===== config.mk =====
export PLATFORM = sky130hd
export DESIGN_NAME = vec_cache_wr_resp_route_buf_flat
export DESIGN_NICKNAME = d
export VERILOG_FILES = /design/src/rtl/vec_cache_wr_resp_route_buf_pkg.sv /design/src/rtl/vec_cache_wr_resp_route_buf_if.sv /design/src/rtl/vec_cache_wr_resp_rr_arb.sv /design/src/rtl/vec_cache_wr_resp_route_buf.sv /design/src/flat_wrapper.sv
export SDC_FILE = /design/constraint.sdc
export NUM_CORES = 1
export LEC_CHECK = 0
export CORE_MARGIN = 2
export CORE_UTILIZATION = 52
export CTS_BUF_LIST = sky130_fd_sc_hd__clkbuf_16
export DETAILED_ROUTE_END_ITERATION = 10
export MAX_ROUTING_LAYER = met4
export PLACE_DENSITY_LB_ADDON = 0.12
export SYNTH_ARGS = -nofsm -noshare
export SYNTH_HDL_FRONTEND = slang
export SYNTH_SLANG_ARGS = --single-unit

===== constraint.sdc =====
create_clock -name clk -period 7.98 [get_ports clk]
set_input_delay 1.995 -clock clk [delete_from_list [all_inputs] [get_ports clk]]
set_output_delay 1.995 -clock clk [all_outputs]
set_load 0.05 [all_outputs]

===== src/rtl/vec_cache_wr_resp_route_buf_pkg.sv =====
// Shared types and defaults for the vector-cache write-response path.
//   wr_resp_pld_t      : write-response payload; txnid.master_id selects the WB master
//   WB_REQ_NUM         : number of write-back request masters
//   WR_RESP_FIFO_DEPTH : default per-master response FIFO depth
package vector_cache_pkg;

  localparam int unsigned WB_REQ_NUM         = 5;
  localparam int unsigned WR_RESP_FIFO_DEPTH = 4;
  localparam int unsigned MASTER_ID_W        = 3;

  typedef enum logic [1:0] {
    RESP_OKAY   = 2'd0,
    RESP_EXOKAY = 2'd1,
    RESP_SLVERR = 2'd2,
    RESP_DECERR = 2'd3
  } wr_resp_t;

  typedef struct packed {
    logic [MASTER_ID_W-1:0] master_id;
    logic [7:0]             rid;
  } txnid_t;

  typedef struct packed {
    txnid_t   txnid;
    wr_resp_t resp;
  } wr_resp_pld_t;

endpackage


===== src/rtl/vec_cache_wr_resp_route_buf_if.sv =====
// Handshake bundle between write-response sources, the router and the WB masters.
//   in_wresp_vld/rdy/pld : per-source write responses into the router
//   out_resp_vld/rdy/pld : per-master buffered responses out of the router
//   route_err_vld/cnt    : dropped out-of-range response pulse and saturating count
// Modports: master = traffic side (drives sources, consumes outputs), slave = router.
interface vec_cache_wr_resp_route_buf_if
  import vector_cache_pkg::*;
#(
  parameter int unsigned IN_NUM  = 8,
  parameter int unsigned OUT_NUM = WB_REQ_NUM
);

  logic         [IN_NUM-1:0]  in_wresp_vld;
  logic         [IN_NUM-1:0]  in_wresp_rdy;
  wr_resp_pld_t [IN_NUM-1:0]  in_wresp_pld;
  logic         [OUT_NUM-1:0] out_resp_vld;
  logic         [OUT_NUM-1:0] out_resp_rdy;
  wr_resp_pld_t [OUT_NUM-1:0] out_resp_pld;
  logic                       route_err_vld;
  logic         [15:0]        route_err_cnt;

  modport master (
    output in_wresp_vld, in_wresp_pld, out_resp_rdy,
    input  in_wresp_rdy, out_resp_vld, out_resp_pld, route_err_vld, route_err_cnt
  );

  modport slave (
    input  in_wresp_vld, in_wresp_pld, out_resp_rdy,
    output in_wresp_rdy, out_resp_vld, out_resp_pld, route_err_vld, route_err_cnt
  );

endinterface


===== src/rtl/vec_cache_wr_resp_rr_arb.sv =====
// N-request round-robin arbiter with one-hot grant.
//   clk, rst : clock, asynchronous active-high reset
//   req      : request vector
//   accept   : the current grant was consumed; pointer moves past the winner
//   gnt      : one-hot grant (zero when no request)
//   gnt_idx  : binary index of the granted request
module vec_cache_wr_resp_rr_arb #(
  parameter  int unsigned N     = 8,
  localparam int unsigned IDX_W = (N > 1) ? $clog2(N) : 1
) (
  input  logic             clk,
  input  logic             rst,
  input  logic [N-1:0]     req,
  input  logic             accept,
  output logic [N-1:0]     gnt,
  output logic [IDX_W-1:0] gnt_idx
);

  logic [IDX_W-1:0] ptr;

  // Search starts at ptr and wraps, so the last winner has lowest priority.
  always_comb begin
    int unsigned idx;
    logic        found;
    gnt     = '0;
    gnt_idx = '0;
    found   = 1'b0;
    idx     = 0;
    for (int unsigned k = 0; k < N; k++) begin
      idx = (32'(ptr) + k) % N;
      if (!found && req[IDX_W'(idx)]) begin
        found                = 1'b1;
        gnt[IDX_W'(idx)]     = 1'b1;
        gnt_idx              = IDX_W'(idx);
      end
    end
  end

  always_ff @(posedge clk or posedge rst) begin
    if (rst) begin
      ptr <= '0;
    end else if (accept) begin
      ptr <= (32'(gnt_idx) == N - 1) ? '0 : gnt_idx + IDX_W'(1);
    end
  end

endmodule


===== src/rtl/vec_cache_wr_resp_route_buf.sv =====
// Buffered write-response router: IN_NUM sources -> OUT_NUM WB masters by txnid.master_id.
// Each master has a round-robin arbiter over the sources targeting it and a
// FIFO_DEPTH-entry response FIFO (registered, no bypass, no push into a full FIFO).
//   clk, rst : clock, asynchronous active-high reset
//   bus      : vec_cache_wr_resp_route_buf_if.slave handshake bundle
// Optional macro VEC_CACHE_WR_RESP_ROUTE_CHK_EN: out-of-range master_id is accepted,
// dropped and counted on route_err_vld/route_err_cnt; otherwise both are tied to 0.
module vec_cache_wr_resp_route_buf
  import vector_cache_pkg::*;
#(
  parameter int unsigned IN_NUM     = 8,
  parameter int unsigned OUT_NUM    = WB_REQ_NUM,
  parameter int unsigned FIFO_DEPTH = WR_RESP_FIFO_DEPTH
) (
  input logic                          clk,
  input logic                          rst,
  vec_cache_wr_resp_route_buf_if.slave bus
);

  localparam int unsigned IDX_W = (IN_NUM > 1) ? $clog2(IN_NUM) : 1;
  localparam int unsigned AW    = $clog2(FIFO_DEPTH);

  logic [IN_NUM-1:0] legal;
  logic [IN_NUM-1:0] acc_gnt [OUT_NUM];

`ifdef VEC_CACHE_WR_RESP_ROUTE_CHK_EN
  logic [IN_NUM-1:0] ill_acc;
  logic [15:0]       err_cnt;
  logic [15:0]       err_cnt_nxt;

  always_comb begin
    for (int unsigned i = 0; i < IN_NUM; i++) begin
      legal[i] = (32'(bus.in_wresp_pld[i].txnid.master_id) < OUT_NUM);
    end
  end

  assign ill_acc = bus.in_wresp_vld & ~legal & {IN_NUM{~rst}};

  always_comb begin
    int unsigned sum;
    sum = 32'(err_cnt);
    for (int unsigned i = 0; i < IN_NUM; i++) begin
      sum = sum + 32'(ill_acc[i]);
    end
    err_cnt_nxt = (sum > 32'hFFFF) ? 16'hFFFF : sum[15:0];
  end

  always_ff @(posedge clk or posedge rst) begin
    if (rst) err_cnt <= '0;
    else     err_cnt <= err_cnt_nxt;
  end

  assign bus.route_err_vld = |ill_acc;
  assign bus.route_err_cnt = err_cnt;
`else
  assign legal             = '1;
  assign bus.route_err_vld = 1'b0;
  assign bus.route_err_cnt = '0;
`endif

  always_comb begin
    logic [IN_NUM-1:0] rdy;
    rdy = '0;
    for (int unsigned o = 0; o < OUT_NUM; o++) begin
      rdy = rdy | acc_gnt[o];
    end
`ifdef VEC_CACHE_WR_RESP_ROUTE_CHK_EN
    rdy = rdy | ill_acc;
`endif
    bus.in_wresp_rdy = rdy;
  end

  for (genvar o = 0; o < OUT_NUM; o++) begin : g_out
    logic [IN_NUM-1:0] req;
    logic [IN_NUM-1:0] gnt;
    logic [IDX_W-1:0]  gnt_idx;
    logic              full;
    logic              push;
    logic              pop;
    logic [AW-1:0]     wr_ptr;
    logic [AW-1:0]     rd_ptr;
    logic [AW:0]       count;
    wr_resp_pld_t      mem [FIFO_DEPTH];

    always_comb begin
      for (int unsigned i = 0; i < IN_NUM; i++) begin
        req[i] = bus.in_wresp_vld[i] & legal[i] &
                 (32'(bus.in_wresp_pld[i].txnid.master_id) == 32'(o));
      end
    end

    // Full is taken from the registered count, so a same-cycle pop never frees a slot.
    assign full = (32'(count) == FIFO_DEPTH);
    assign push = (|req) & ~full & ~rst;
    assign pop  = bus.out_resp_vld[o] & bus.out_resp_rdy[o];

    vec_cache_wr_resp_rr_arb #(.N(IN_NUM)) u_arb (
      .clk     (clk),
      .rst     (rst),
      .req     (req),
      .accept  (push),
      .gnt     (gnt),
      .gnt_idx (gnt_idx)
    );

    assign acc_gnt[o] = push ? gnt : '0;

    always_ff @(posedge clk or posedge rst) begin
      if (rst) begin
        wr_ptr <= '0;
        rd_ptr <= '0;
        count  <= '0;
      end else begin
        if (push) wr_ptr <= wr_ptr + AW'(1);
        if (pop)  rd_ptr <= rd_ptr + AW'(1);
        case ({push, pop})
          2'b10:   count <= count + (AW+1)'(1);
          2'b01:   count <= count - (AW+1)'(1);
          default: count <= count;
        endcase
      end
    end

    always_ff @(posedge clk) begin
      if (push) mem[wr_ptr] <= bus.in_wresp_pld[gnt_idx];
    end

    assign bus.out_resp_vld[o] = (count != '0);
    assign bus.out_resp_pld[o] = bus.out_resp_vld[o] ? mem[rd_ptr] : '0;
  end

endmodule


===== src/flat_wrapper.sv =====
// flat-port wrapper written by rule: the top's interface ports become plain ports
module vec_cache_wr_resp_route_buf_flat import vector_cache_pkg::*;
#(
  parameter int unsigned IN_NUM     = 8,
  parameter int unsigned OUT_NUM    = WB_REQ_NUM,
  parameter int unsigned FIFO_DEPTH = WR_RESP_FIFO_DEPTH
)
  (clk, rst, bus_in_wresp_vld, bus_in_wresp_pld, bus_out_resp_rdy, bus_in_wresp_rdy, bus_out_resp_vld, bus_out_resp_pld, bus_route_err_vld, bus_route_err_cnt);
  vec_cache_wr_resp_route_buf_if #(.IN_NUM(IN_NUM), .OUT_NUM(OUT_NUM)) bus_i ();
  input logic clk;
  input logic rst;
  input wire logic [$bits(bus_i.in_wresp_vld)-1:0] bus_in_wresp_vld;
  input wire logic [$bits(bus_i.in_wresp_pld)-1:0] bus_in_wresp_pld;
  input wire logic [$bits(bus_i.out_resp_rdy)-1:0] bus_out_resp_rdy;
  output wire logic [$bits(bus_i.in_wresp_rdy)-1:0] bus_in_wresp_rdy;
  output wire logic [$bits(bus_i.out_resp_vld)-1:0] bus_out_resp_vld;
  output wire logic [$bits(bus_i.out_resp_pld)-1:0] bus_out_resp_pld;
  output wire logic [$bits(bus_i.route_err_vld)-1:0] bus_route_err_vld;
  output wire logic [$bits(bus_i.route_err_cnt)-1:0] bus_route_err_cnt;
  assign bus_i.in_wresp_vld = bus_in_wresp_vld;
  assign bus_i.in_wresp_pld = bus_in_wresp_pld;
  assign bus_i.out_resp_rdy = bus_out_resp_rdy;
  assign bus_in_wresp_rdy = bus_i.in_wresp_rdy;
  assign bus_out_resp_vld = bus_i.out_resp_vld;
  assign bus_out_resp_pld = bus_i.out_resp_pld;
  assign bus_route_err_vld = bus_i.route_err_vld;
  assign bus_route_err_cnt = bus_i.route_err_cnt;
  vec_cache_wr_resp_route_buf #(.IN_NUM(IN_NUM), .OUT_NUM(OUT_NUM), .FIFO_DEPTH(FIFO_DEPTH)) u_core (.clk(clk), .rst(rst), .bus(bus_i));
endmodule

; ---- After elaboration in Yosys (flattened, before gate mapping)
; Memories as Yosys holds them, arrays and structs flattened.
; Index checks and enable logic that the tools add are counted.
[totals]
latchBits = 0
elab_cells = 770
n_memories = 5
ramBits = 260
ff_bits = 50
rom_bits = 0
output_inout_bits = 95
[memory_table]
columns = memory, words, width, rd, rd_clocked_by_memory_dff, wr, line
row1 = u_core.g_out[0].mem, 4, 13, 1, 0, 1, vec_cache_wr_resp_route_buf.sv:83  ; wr_resp_pld_t mem [FIFO_DEPTH];
row2 = u_core.g_out[1].mem, 4, 13, 1, 0, 1, vec_cache_wr_resp_route_buf.sv:83
row3 = u_core.g_out[2].mem, 4, 13, 1, 0, 1, vec_cache_wr_resp_route_buf.sv:83
row4 = u_core.g_out[3].mem, 4, 13, 1, 0, 1, vec_cache_wr_resp_route_buf.sv:83
row5 = u_core.g_out[4].mem, 4, 13, 1, 0, 1, vec_cache_wr_resp_route_buf.sv:83
[classes]
shift = 0
n_eq_ne = 52
addsub = 60
n_mux = 315
bitwise = 100
div_mod_pow = 0
mul = 0
n_reduce_logical = 133
n_lt_le_gt_ge = 85
[ops]
columns = cell, count
row1 = 8-bit two-way mux, 45
row2 = 8-bit OR, 39
row3 = 13-bit binary-select mux with 3-bit select, 5
row4 = "3-bit by 4-bit less-than comparator with 1-bit output, second input constant", 45
row5 = 3-bit two-way mux, 45
row6 = 13-bit two-way mux, 10
row7 = 1-bit two-way mux, 125
row8 = 1-bit binary-select mux with 3-bit select, 40
row9 = 1-bit demux with 3-bit select, 40
row10 = "3-bit by 1-bit >= comparator with 1-bit output, second input constant", 40
row11 = 1-bit logical AND, 75
row12 = "3-bit adder, second input constant", 20
row13 = 1-bit AND, 55
row14 = "3-bit == test, second input constant", 18
row15 = "3-bit by 2-bit == test with 1-bit output, second input constant", 16
row16 = "3-bit by 1-bit adder with 3-bit output, second input constant", 15
row17 = 8-bit OR reduction, 5
row18 = 1-bit zero test, 35
row19 = "3-bit by 2-bit adder with 3-bit output, second input constant", 10
row20 = 3-bit case mux with 2 select lines, 5
row21 = "3-bit by 1-bit == test with 1-bit output, second input constant", 8
row22 = 3-bit zero test, 8
row23 = "2-bit by 1-bit adder with 2-bit output, second input constant", 10
row24 = 3-bit nonzero test, 5
row25 = other kinds (5), 26

; ---- Longest topological paths before layout
; Gate-level depths: netlist of the first run.
[logic_depth]
ltp_word = 31
ltp_mapped = 18
depth_no_buf = 13

; ---- Hierarchy
; Synthesis of the first run repeated with hierarchy kept, for this count alone.
[unflattened]
hier_cells = 1675
area_unflattened_um2 = 23435.0
[by_module_without_submodules]
columns = module, area_each_um2, seq_area_each_um2, n_inst, cells_per_inst
row1 = vec_cache_wr_resp_route_buf, 16652.2, 8683.3, 1, 929
row2 = vec_cache_wr_resp_rr_arb (u_core.g_out[1].u_arb ...), 1360.1, 75.1, 3, 153
row3 = vec_cache_wr_resp_rr_arb (u_core.g_out[0].u_arb), 1401.3, 75.1, 1, 158
row4 = vec_cache_wr_resp_rr_arb (u_core.g_out[4].u_arb), 1301.2, 75.1, 1, 129

; ---- Worst setup path before layout of the first run
; OpenSTA, ideal clock, no wires.
[synth_timing]
path_type = input to output
start = input port bus_in_wresp_pld[37]
end = output port bus_in_wresp_rdy[5]
path_stages = 10
t_required_ps = 5985
t_arrival_ps = 5165
path_slack_ps = 820
cell_sequence = clkbuf_1 > or4bb_1 > mux4_2 > a32o_1 > nor3b_1 > a221o_1 > nand3_1 > o221ai_1 > a311o_1 > or4_1
[synth_between]
elab_chain_len = 31
[synth_lines]
columns = item, line
row1 = start: declaration, flat_wrapper.sv:13  ; input wire logic [$bits(bus_i.in_wresp_pld)-1:0] bus_in_wresp_pld;
row2 = 3-bit by 1-bit == test with 1-bit output / 3-bit zero test (equally long branches), vec_cache_wr_resp_route_buf.sv:88  ; (32'(bus.in_wresp_pld[i].txnid.master_id) == 32'(o));
row3 = 1-bit AND, vec_cache_wr_resp_route_buf.sv:87  ; req[i] = bus.in_wresp_vld[i] & legal[i] &
row4 = 1-bit binary-select mux with 3-bit select, vec_cache_wr_resp_rr_arb.sv:31  ; if (!found && req[IDX_W'(idx)]) begin
row5 = 1-bit two-way mux (implied by the code), vec_cache_wr_resp_rr_arb.sv:31
row6 = 1-bit two-way mux, vec_cache_wr_resp_rr_arb.sv:31
row7 = 1-bit zero test, vec_cache_wr_resp_rr_arb.sv:31
row8 = 1-bit logical AND, vec_cache_wr_resp_rr_arb.sv:31
row9 = 1-bit two-way mux, vec_cache_wr_resp_rr_arb.sv:31
row10 = [13 not listed], n/a
row11 = 1-bit logical AND, vec_cache_wr_resp_rr_arb.sv:31
row12 = 1-bit two-way mux, vec_cache_wr_resp_rr_arb.sv:31
row13 = 1-bit zero test, vec_cache_wr_resp_rr_arb.sv:31
row14 = 1-bit logical AND, vec_cache_wr_resp_rr_arb.sv:31
row15 = 8-bit two-way mux, vec_cache_wr_resp_rr_arb.sv:31
row16 = 8-bit two-way mux, vec_cache_wr_resp_route_buf.sv:106  ; assign acc_gnt[o] = push ? gnt : '0;
row17 = 8-bit OR (3 in a row), vec_cache_wr_resp_route_buf.sv:65  ; rdy = rdy | acc_gnt[o];
row18 = 8-bit OR (*), vec_cache_wr_resp_route_buf.sv:65
row19 = end: declaration, flat_wrapper.sv:15  ; output wire logic [$bits(bus_i.in_wresp_rdy)-1:0] bus_in_wresp_rdy;
; Mark *: on every way between the ends. The rest lies on a longest branch, timed or not. The select of a mux whose other input is x is not followed.

; ---- Worst setup path in the final report of the first run
[layout_timing]
start = input port bus_in_wresp_pld[11]
end = output port bus_in_wresp_rdy[1]
; Same word-level chain as after synthesis.

==> results.cfg, run 1 <==
[timing]
final-setup-viol-count = 1
hold_viol = 0
fmax_mhz = 125
fin_crit_ns = 8.00
period_share_pct = 100
fin_tns_setup_ns = -0.0154
fin_skew_ns = 0.0165
timing.final.ws_setup_ns = -0.0154
worst_pin_slew_ns = 1.13
drv_slew = 0
slew_headroom_pct = 24.7

[clock_network]
clock_latency_ns = 0.54
numCtsBuffers = 34
cts_buffer_depth = 3
cts_tree = done
hold_buffers = 0
cts.sinks = 310
root_buffer = clkbuf_16
clk_pin_slew_ns = 0.06
h-tree-depth = 2

[finish]
seqCellArea_um2 = 9060
multi_input_area_um2 = 12900
final_util_pct = 63.2
drive_above_1_share_pct = 17.9
diodes = 0
nNetsFinal = 2391
nFillCells = 3447
area_delta_synth_final_pct = 19.8

[floorplanning]
die_w_um = 213
start_util_pct = 52.7
ios = 214
dieArea_um2 = 45500
row_count = 76
coreArea_um2 = 43200
die_h_um = 213

[synthesis]
synth.cell_area_um2 = 22800
synth-seq-area-share_pct = 39.8
synth_edf_count = 260
synthFlopType = edfxtp_1
async_flop_share_pct = 16.1
ys_warn_count = 0
yosys.area.top_type_share_pct = 34.3
ys_ff_latch = 310
synth.area.top_cells = edfxtp_1 (34%), mux4_2 (12%), mux2i_1 (9.4%)
syn_inst = 1943
netlist-cell-type-count = 104
yosysTopAreaCell = edfxtp_1
synth_area_per_cell_um2 = 11.7

[setup_path]
path_common_cell = buf_4
reg2reg_from = u_core.g_out[0].u_arb.ptr[0]
end_kind = output port
startpoint_type = input port
cp_data_required_time_ns = 5.99
critPathSlowestCell = clkdlybuf4s50_1
path_cells = clkdlybuf4s50_1 > buf_4 > nand4b_1 > buf_4 > mux4_2 > o2111ai_1 > buf_4 > a221oi_2 > buf_4 > nand3_1 > a21boi_0 > mux2i_1 > a311oi_1 > nand4_1 > buf_12
critPathArrivalTime_ns = 6.00
r2r_cells = 13
critical_path.max_fanout = 7
reg2reg_slack_ns = 2.22
reg2reg_to = u_core.g_out[0].mem[1][5]
cpPeakStageDelay_ns = 0.58
crit_type = in2out

[global_route]
grt_first_pass_wirelength_um = 109000
grt_overflow_total = 0
grt_usage_pct = 33.0
grt_antenna_before_repair = 0
grt_pass1_vias = 17975
grt_max_degree = 58

[place]
gp_congestion = 1.03
port_buffers = 196
dp_hpwl_um = 54200

[detailed_routing]
wire_per_inst_um = 26.0
ant_nets = 0
firstDrtPassIters = 7
routed_via_density = 6.61
drc_errors = 0
routed_wl_um = 73100
routed-via-count = 18594
drt_iter0_drc = 1799

[outcome]
status = complete, but fails checks
violations = negative setup slack

[worst_hold_path]
hold_depth = 1
min_to = u_core.g_out[3].count[2]
hold_class = reg2reg
hold_start = u_core.g_out[3].count[2]

[run]
max-cap-violations = 0
layout make-up:
cell class                      count  share of cell area, %
Clock buffer                       35                   3.21
Clock inverter                     25                  0.867
Inverter                           71                  0.977
Tap cell                          585                   2.68
Sequential cell                   310                   33.2
Timing Repair Buffer              342                   11.6
Multi-Input combinational cell   1446                   47.5
layout by cell type (no fill, tap or decap), drive strengths merged, types with 19 or more instances in the layout:
master / n
mux2i: 216
nand3: 25
clkdlybuf4s50: 187
dfrtp: 50
o21ai: 63
nor2: 103
inv: 75
and2: 102
xor2: 23
o22ai: 26
mux4: 122
edfxtp: 260
a21oi: 44
a22oi: 21
or4bb: 19
nor2b: 22
nor3: 35
xnor2: 26
a211oi: 30
ha: 62
mux2: 26
buf: 154
a22o: 62
nand2: 116
clkbuf: 35
cell families after synthesis:
logic type	Yosys count	share of synthesized area [%]
simple gates	538	13.7
compound gates	411	13.6
mux	364	23.0
flops	310	39.8
buf+inv	203	4.20
fa+ha+maj	67	3.85
xor+xnor	49	1.89
other cells	1	0.0165
stage by stage:
| step | setup slack [ns] | instance area (um^2) | hold WS, ns | instances |
|---|---|---|---|---|
| 3_3_place_gp | -0.0409 | 26000 | 0.479 | 2744 |
| 6_report | -0.0154 | 27300 | 0.499 | 2814 |
| 5_1_grt | -0.0525 | 27300 | 0.526 | 2814 |
| 2_1_floorplan | 0.820 | 22800 | 0.456 | 1959 |
| 3_5_place_dp | -0.0826 | 26000 | 0.487 | 2744 |
| 4_1_cts | 0.0207 | 27100 | 0.499 | 2804 |
what timing repair did:
| action | 4_1_cts | 5_1_grt |
|---|---|---|
| pin swaps | 0 | 3 |
| setup endpoints to repair | 1 | 7 |
| resized for setup | 1 | 17 |
| setup buffers | 0 | 10 |
critical path: cells and delay by family:
family          cells  cell delay [ns]
mux                 2             0.77
compound gates      4             1.10
simple gates        3             0.54
buf+inv             6             1.59
metal layers:
metal	global-route usage (%)	up-vias	share of wire, %
met3	4.12	180	7.2
met1	43.7	9284	41
met5	-	-	0
li1	-	8196	-
met2	51.8	934	47
met4	13.9	0	4.4
flip-flops by register name (all words and copies together), names as in the netlist:
| name | flops |
|---|---|
| u_core.g_out.mem | 260 |
| u_core.g_out.count | 15 |
| u_core.g_out.u_arb.ptr | 15 |
| u_core.g_out.rd_ptr | 10 |
| u_core.g_out.wr_ptr | 10 |
worst max-delay path by stage:
stage                                    start                   to  slack (ns)  cells past startpoint
after CTS                 bus_in_wresp_pld[36]  bus_in_wresp_rdy[5]        0.02                     12
after floorplan           bus_in_wresp_pld[37]  bus_in_wresp_rdy[5]        0.82                     10
final                     bus_in_wresp_pld[11]  bus_in_wresp_rdy[1]       -0.02                     15
after global placement    bus_in_wresp_pld[11]  bus_in_wresp_rdy[5]       -0.04                     14
after global routing      bus_in_wresp_pld[11]  bus_in_wresp_rdy[1]       -0.05                     15
after detailed placement  bus_in_wresp_pld[11]  bus_in_wresp_rdy[5]       -0.08                     14
cells in the mapped netlist, types with 21 or more instances:
library cell	instances
o21ai_0	59
nor2_1	101
buf_4	25
buf_2	34
mux4_2	118
a22o_1	62
nand2_1	114
xor2_1	23
o22ai_1	25
a21oi_1	43
mux2i_1	214
ha_1	62
inv_1	61
edfxtp_1	260
and2_1	101
nand3_1	25
xnor2_1	26
a211oi_1	30
a22oi_1	21
nor3_1	33
nor2b_1	22
clkbuf_1	60
dfrtp_1	50
Power of run 1 is not shown: default switching activity piles up to over one toggle a cycle in this logic, so the estimate is an artifact.
==> run 2, diff against run 1 <==
CORE_MARGIN = unset   (was 2)
SKIP_LAST_GASP = 1   (was unset)
==> run 2 against run 1 <==
Against the previous run: sequential share of layout area up 0.19 points; clock-buffer cell count unchanged; the run now ends clean; wire length shrank 0.76%.
==> results.cfg, run 2 (synthesized netlist as in run 1, its figures left out) <==
[finish]
nFillCells = 3425
final_cell_mix = edfxtp_1 (260), mux2i_1 (212), clkdlybuf4s50_1 (183)
drive_above_1_share_pct = 16.9
final_common_cell = edfxtp_1
top_register = u_core.g_out.mem
final_util_pct = 62.8
diodes = 0
largest_reg_flops = 260
reg_top3 = u_core.g_out.mem: 260 flops, u_core.g_out.count: 15 flops, u_core.g_out.u_arb.ptr: 15 flops
area_delta_synth_final_pct = 19.1
multi_input_area_um2 = 12900
seqCellArea_um2 = 9060
nNetsFinal = 2365
fin_area_um2 = 27100
final_cells = 2789

[floorplanning]
die_w_um = 211
ios = 214
coreArea_um2 = 43200
start_util_pct = 52.7
die_h_um = 211
dieArea_um2 = 44600
row_count = 76

[detailed_routing]
firstDrtPassIters = 8
ant_nets = 0
drt_iter0_drc = 1552
routed-wl-met3_um = 5310
routed_via_density = 6.55
wire_per_inst_um = 26.0
top_layer_used = met4
drt-met1-wl_um = 30200
drc_errors = 0
wl_met2_um = 34500
routed_wl_um = 72600
routed-via-count = 18257

[worst_hold_path]
hold_class = reg2reg
hold_depth = 1

[timing]
drv_slew = 0
fin_tns_setup_ns = 0
rsz0062_at_grt = yes
fmax_mhz = 126
final-setup-viol-count = 0
fin_skew_ns = 0.0147
period_share_pct = 99.1
fin_crit_ns = 7.91
slew_headroom_pct = 30.4
hold_viol = 0
worst_pin_slew_ns = 1.04

[setup_path]
r2r_cells = 11
path_cells = clkdlybuf4s50_1 > or4bb_1 > mux4_2 > a32o_1 > nor3b_2 > a221o_1 > nand3_1 > o221ai_1 > a311o_1 > or4_1 > buf_12
critPathSlowestCell = or4bb_1
cp_data_required_time_ns = 5.99
end_kind = output port
critical_path.max_fanout = 10
cp_num_buf_inv = 2
path_depth = 11
crit_family = simple AND/OR/NAND/NOR gates
reg2reg_slack_ns = 2.30
critPathArrivalTime_ns = 5.91
startpoint_type = input port
crit_type = in2out
cpPeakStageDelay_ns = 0.62

[global_route]
grt_usage_pct = 33.7
grt_max_degree = 58
grt_antenna_before_repair = 2
grt_first_pass_wirelength_um = 110000
grt_overflow_total = 0
grt_pass1_vias = 17730

[clock_network]
clk_pin_slew_ns = 0.06
numCtsBuffers = 35
h-tree-depth = 2
cts.sinks = 310
hold_buffers = 0
cts_tree = done
root_buffer = clkbuf_16
cts_buffer_depth = 3
clock_latency_ns = 0.55

[outcome]
status = finished clean

[place]
dp_cells = 2721
dp_hpwl_um = 53800
gp_congestion = 1.01
port_buffers = 196
placed_area_um2 = 25800

[run]
max-cap-violations = 0
-- run 2: cell types whose count changed in the layout (fill, tap and decap cells not counted), moves of 2 or more --
cell             delta
a221oi_1            +2
a221oi_2            -2
and4bb_1            +2
and4bb_2            -2
buf_4              -28
clkdlybuf4s50_1     -4
dlymetal6s2s_1      +4
-- run 2: worst paths after layout --
| path | start | end |
|---|---|---|
| min reg2reg | u_core.g_out[4].count[2] | u_core.g_out[4].count[2] |
| max reg2reg | u_core.g_out[4].u_arb.ptr[1] | u_core.g_out[4].mem[2][1] |
| min | u_core.g_out[4].count[2] | u_core.g_out[4].count[2] |
| max | bus_in_wresp_pld[10] | bus_in_wresp_rdy[5] |
| min in group asynchronous | rst | u_core.g_out[4].u_arb.ptr[2] |
| max in group asynchronous | rst | u_core.g_out[2].rd_ptr[1] |
-- run 2: layer usage --
layer | vias up | track usage [%]
met3 | 136 | 3.70
met1 | 9118 | 45.1
met2 | 874 | 53.1
met5 | - | -
li1 | 8129 | -
met4 | 0 | 12.2
-- run 2: final cells by class --
type / instances / share of cell area [%]
clock buffer: 35 / 3.23
clock inverter: 27 / 1.04
inverter: 71 / 0.983
multi-input combinational: 1446 / 47.6
sequential: 310 / 33.4
tap: 585 / 2.70
timing repair buffer: 315 / 11.0
-- run 2: repair_timing --
| action | in CTS | in global routing |
|---|---|---|
| setup endpoints to repair | 1 | 8 |
| resized for setup | 1 | 16 |
| pin swaps | 0 | 4 |
| buffers inserted | 0 | 6 |
| cloned | 0 | 0 |
-- run 2: per-stage QoR --
step,hold WS (ns),worst slack [ns]
4_1_cts,0.508,0.0188
6_report,0.506,0.0724
3_5_place_dp,0.499,-0.0543
2_1_floorplan,0.456,0.820
5_1_grt,0.527,-0.0804
3_3_place_gp,0.487,0.0485
Power of run 2 is left out for the same reason.
